File: src/rtl/issue_arbiter.sv
// Issue arbiter for the int / load-store / multiply / divide queues: grants at most one
// issue per cycle so that no two results ever reach the common data bus in the same cycle.
module issue_arbiter #(
   parameter int INT_LAT  = 1,
   parameter int LS_LAT   = 2,
   parameter int MULT_LAT = 4,
   parameter int DIV_LAT  = 7,
   parameter int MAX_LAT  = 7
) (
   input  logic       clk,
   input  logic       rst,
   input  logic       int_ready,
   input  logic       ls_ready,
   input  logic       mult_ready,
   input  logic       div_ready,
   output logic       int_issue,
   output logic       ls_issue,
   output logic       mult_issue,
   output logic       div_issue,
   output logic [3:0] cdb_sel,
   output logic       div_busy
);

   localparam int CW = $clog2(MAX_LAT + 1);
   localparam logic [1:0] ID_INT  = 2'd0;
   localparam logic [1:0] ID_LS   = 2'd1;
   localparam logic [1:0] ID_MULT = 2'd2;
   localparam logic [1:0] ID_DIV  = 2'd3;

   // Handshake: *_ready is a level from the queue; *_issue is combinational in the same
   // cycle and the queue pops on the next rising edge. No memory is kept of denied requests.

   // Slot 0 is not stored here: the registered cdb_sel is the slot-0 contents.
   logic [MAX_LAT:1]      resv;
   logic [MAX_LAT:1][1:0] own;
   logic [MAX_LAT:0]      resv_nxt;
   logic [MAX_LAT:0][1:0] own_nxt;
   logic [CW-1:0]         div_cnt;
   logic                  lru;   // 0: int wins an int/ls tie, 1: ls wins

   logic elig_int, elig_ls, elig_mult, elig_div;
   logic low_ok;
   logic gnt_int, gnt_ls, gnt_mult, gnt_div;

   assign div_busy = (div_cnt != '0);

   always_comb begin
      elig_int  = int_ready  & ~resv[INT_LAT];
      elig_ls   = ls_ready   & ~resv[LS_LAT];
      elig_mult = mult_ready & ~resv[MULT_LAT];
      elig_div  = div_ready  & ~resv[DIV_LAT] & ~div_busy;
      low_ok    = ~elig_div & ~elig_mult;
      gnt_div   = rst & elig_div;
      gnt_mult  = rst & elig_mult & ~elig_div;
      gnt_int   = rst & low_ok & elig_int & (~elig_ls | ~lru);
      gnt_ls    = rst & low_ok & elig_ls  & (~elig_int | lru);
   end

   assign int_issue  = gnt_int;
   assign ls_issue   = gnt_ls;
   assign mult_issue = gnt_mult;
   assign div_issue  = gnt_div;

   // Shift the reservation window by one and drop the new claim at slot L-1.
   always_comb begin
      resv_nxt = '0;
      own_nxt  = '0;
      for (int j = 0; j < MAX_LAT; j++) begin
         resv_nxt[j] = resv[j+1];
         own_nxt[j]  = own[j+1];
         if (gnt_int && (j + 1 == INT_LAT)) begin
            resv_nxt[j] = 1'b1;
            own_nxt[j]  = ID_INT;
         end
         if (gnt_ls && (j + 1 == LS_LAT)) begin
            resv_nxt[j] = 1'b1;
            own_nxt[j]  = ID_LS;
         end
         if (gnt_mult && (j + 1 == MULT_LAT)) begin
            resv_nxt[j] = 1'b1;
            own_nxt[j]  = ID_MULT;
         end
         if (gnt_div && (j + 1 == DIV_LAT)) begin
            resv_nxt[j] = 1'b1;
            own_nxt[j]  = ID_DIV;
         end
      end
   end

   always_ff @(posedge clk or negedge rst) begin
      if (!rst) begin
         resv    <= '0;
         own     <= '0;
         cdb_sel <= 4'b0000;
         div_cnt <= '0;
         lru     <= 1'b0;
      end else begin
         resv    <= resv_nxt[MAX_LAT:1];
         own     <= own_nxt[MAX_LAT:1];
         cdb_sel <= resv_nxt[0] ? (4'b0001 << own_nxt[0]) : 4'b0000;
         if (gnt_int)
            lru <= 1'b1;
         else if (gnt_ls)
            lru <= 1'b0;
         if (gnt_div)
            div_cnt <= CW'(DIV_LAT - 1);
         else if (div_cnt != '0)
            div_cnt <= div_cnt - 1'b1;
      end
   end

endmodule

File: config.mk
export PLATFORM = sky130hd
export DESIGN_NAME = issue_arbiter
export DESIGN_NICKNAME = d
export VERILOG_FILES = /design/src/rtl/issue_arbiter.sv
export SDC_FILE = /design/constraint.sdc
export NUM_CORES = 1
export LEC_CHECK = 0
export ABC_AREA = 1
export CELL_PAD_IN_SITES_DETAIL_PLACEMENT = 1
export CELL_PAD_IN_SITES_GLOBAL_PLACEMENT = 1
export CORE_AREA = 2 2 47 49
export DETAILED_ROUTE_END_ITERATION = 8
export DIE_AREA = 0 0 49 51
export PLACE_DENSITY_LB_ADDON = 0.1
export SYNTH_ARGS = -nofsm -noshare
export SYNTH_HDL_FRONTEND = slang
export SYNTH_SLANG_ARGS = --single-unit
File: constraint.sdc
create_clock -name clk -period 2.9 [get_ports clk]
set_clock_uncertainty 0.15 [all_clocks]
set_input_delay 0.58 -clock clk [delete_from_list [all_inputs] [get_ports clk]]
set_output_delay 0.58 -clock clk [all_outputs]
set_load 0.03 [all_outputs]
==> impl_metrics.tcl <==
set metrics [dict create \
    final_area_sq_um 958 \
    design.core.area_sq_mm 0.00206 \
    dieArea_sq_mm 0.00250 \
    placed_cell_area_sq_um 922 \
    worst_setup_path_start_kind "register" \
    clock_latency_ns 0.29 \
    synth_cells 73 \
    p_seq_share_pct 45.3 \
    fillers 250 \
    worst_slew_pin_slew_ns 0.304 \
    ioPinCount 15 \
    grt_pass1_vias 552 \
    fin_crit_sh_pct 85.3 \
    grt_pass1_wl_um 2440 \
    cts_tree "done" \
    synth-seq-cells 18 \
    cts_buffers 3 \
    synth.distinct_cells 18 \
    critPathBufInv 2 \
    gp_congestion 0.742 \
    drv_slew 0 \
    antenna_found_initial 0 \
    hold_viol_final 0 \
    cp.arrival_ns 1.74 \
    final_cells 119 \
    slew_headroom_pct 79.7 \
    ys_seq_area_share_pct 60.1 \
    die_w_um 49 \
    rows 17 \
    p_leak_nw 0.537 \
    synth_fp_nets 81 \
    avgViaCountPerCell 4.29 \
    final_core_util_pct 46.5 \
    wl_per_cell_um 10.9 \
    grtUsageMet2_pct 24.9 \
    drt_iter0_markers 2 \
    crit_type "register to output pin" \
    path_cells "inv_1, ha_1, nand2_4, clkdlybuf4s50_1" \
    dp.cells 115 \
    rsz0062_at_grt "false" \
    met1_usage_pct 14.3 \
    postCtsSetupBuffers 0 \
    p_clk_share_pct 19.7 \
    ant_nets 0 \
    start_util_pct 36.3 \
    first_pass_iters 4 \
    timing.setup.tns_ns 0 \
    wl_um 1290 \
    power_density_mw_per_mm2 802 \
    vias 511 \
    worstPathRequired_ns 2.17 \
    fp.dieH_um 51 \
    busiest_layer "met2" \
    critPathMaxStageDelay_ns 0.68 \
    p_comb_share_pct 35.1 \
    drive_gt1_share_pct 22.0 \
    cts_sinks 18 \
    area_growth_pct 27.9 \
    grt_usage_pct 13.6 \
    switching_share_pct 35.4 \
    antennaDiodeCount 0 \
    place_worst_setup_slack_ns 0.427 \
    root_buffer "clkbuf_4" \
    grt.overflow.total 0 \
    switchingPower_uw 272 \
    clockBufferDepth 2 \
    syn-cell-area_sq_um 749 \
    nets 100 \
    grt_max_degree 13 \
    end_kind "output pin" \
    crit_fanout 4 \
    fmax_mhz 404 \
    cp_slowest_cell "clkdlybuf4s50_1" \
    hpwl_um 1040 \
    path_delay_family "buffers and inverters" \
    max-vdd-ir-drop_uv 393 \
    avgSynthCellArea_sq_um 10.3 \
    setup_viol 0 \
    min_period_ns 2.47 \
    remaining_drc_errors 0 \
    status "finished clean" \
    io_buffers 14 \
    yosysWarnings 0 \
    internal_power_uw 496 \
    clkTransAtPathRegs_ns 0.10 \
    min-delay-path-class "register to register" \
    cap_viol_max_count 0 \
    htree_levels 1 \
    ctsHoldBuffers 0 \
    post_cts_resized 0 \
    fin_ws_ns 0.426 \
    use_met3_pct 2.63 \
]
==> cells by family after synthesis <==
family | after synthesis | share of synthesized area [%]
buf+inv | 19 | 9.52
flops | 18 | 60.1
xor+xnor | 1 | 1.17
simple gates | 27 | 21.5
fa+ha+maj | 2 | 3.34
compound gates | 6 | 4.34
==> metrics by stage <==
step,hold slack [ns],power [mW]
floorplan,0.134,0.541
CTS,0.210,0.786
finish,0.209,0.769
global route,0.222,0.834
detailed placement,0.186,0.629
global placement,0.183,0.628
==> final cells by class <==
type / count / area (sq um) / share of cell area (%)
Sequential cell: 18 / 450 / 47.0
Multi-Input combinational cell: 36 / 228 / 23.8
Timing Repair Buffer: 16 / 145 / 15.1
Inverter: 17 / 63.8 / 6.66
Clock buffer: 4 / 36.3 / 3.79
Tap cell: 28 / 35.0 / 3.66
==> sequential cells by signal, indices dropped and copies added (netlist names) <==
name and flops:
cdb_sel 4, div_cnt 3, lru 1, own 9, resv 1
==> power groups by stage <==
stage | registers [mW] | clock network, mW | logic (mW)
2_1_floorplan | 0.363 | 0 | 0.178
4_1_cts | 0.350 | 0.160 | 0.277
3_3_place_gp | 0.353 | 0 | 0.274
6_report | 0.348 | 0.151 | 0.270
3_5_place_dp | 0.355 | 0 | 0.274
5_1_grt | 0.359 | 0.170 | 0.306
==> Yosys cell counts <==
| master | n | area share [%] |
|---|---|---|
| xnor2_1 | 1 | 1.2 |
| nor2_8 | 1 | 2.7 |
| ha_1 | 2 | 3.3 |
| inv_1 | 15 | 7.5 |
| nand2_4 | 3 | 4.5 |
| nor2_4 | 1 | 1.5 |
| inv_2 | 2 | 1.0 |
| nand3_1 | 1 | 0.67 |
| dfrtp_1 | 18 | 60 |
| clkbuf_1 | 2 | 1.0 |
| o21ai_0 | 4 | 2.7 |
| nor2_1 | 5 | 2.5 |
| nor3_1 | 1 | 0.67 |
| o31ai_1 | 1 | 1.0 |
| nand2_1 | 12 | 6.0 |
| a21oi_1 | 1 | 0.67 |
| nand2_2 | 2 | 1.7 |
| nand3_2 | 1 | 1.3 |
==> layer usage <==
layer | wire [um] | part of all wire, %
met5 | 0 | 0
met4 | 16 | 1.2
met3 | 59 | 4.6
met2 | 690 | 53
met1 | 527 | 41
==> layout by cell type, fill, tap and decap left out <==
cell,instances
nand2_4,3
xnor2_1,1
ha_1,2
nand2_2,2
inv_2,2
o31ai_1,1
a21oi_1,1
o21ai_0,4
nor2_8,1
clkbuf_8,1
inv_1,15
nand2_1,12
buf_4,6
nor3_1,1
nand3_1,1
nor2_1,5
nor2_4,1
dfrtp_1,18
clkbuf_4,3
clkdlybuf4s50_1,10
nand3_2,1
==> final timing paths <==
path | from | cells past startpoint | slack, ns | endpoint
worst max-delay path | div_cnt[0] | 4 | 0.43 | div_busy
worst min-delay path | own[4] | 0 | 0.21 | own[2]
max in group asynchronous | rst | 2 | 1.83 | div_cnt[2]
min in group asynchronous | rst | 2 | 0.59 | own[3]
worst max register to register | div_cnt[0] | 8 | 1.49 | cdb_sel[2]
worst min register to register | own[4] | 0 | 0.21 | own[2]
Note: power is estimated with default switching activity, not from simulation.
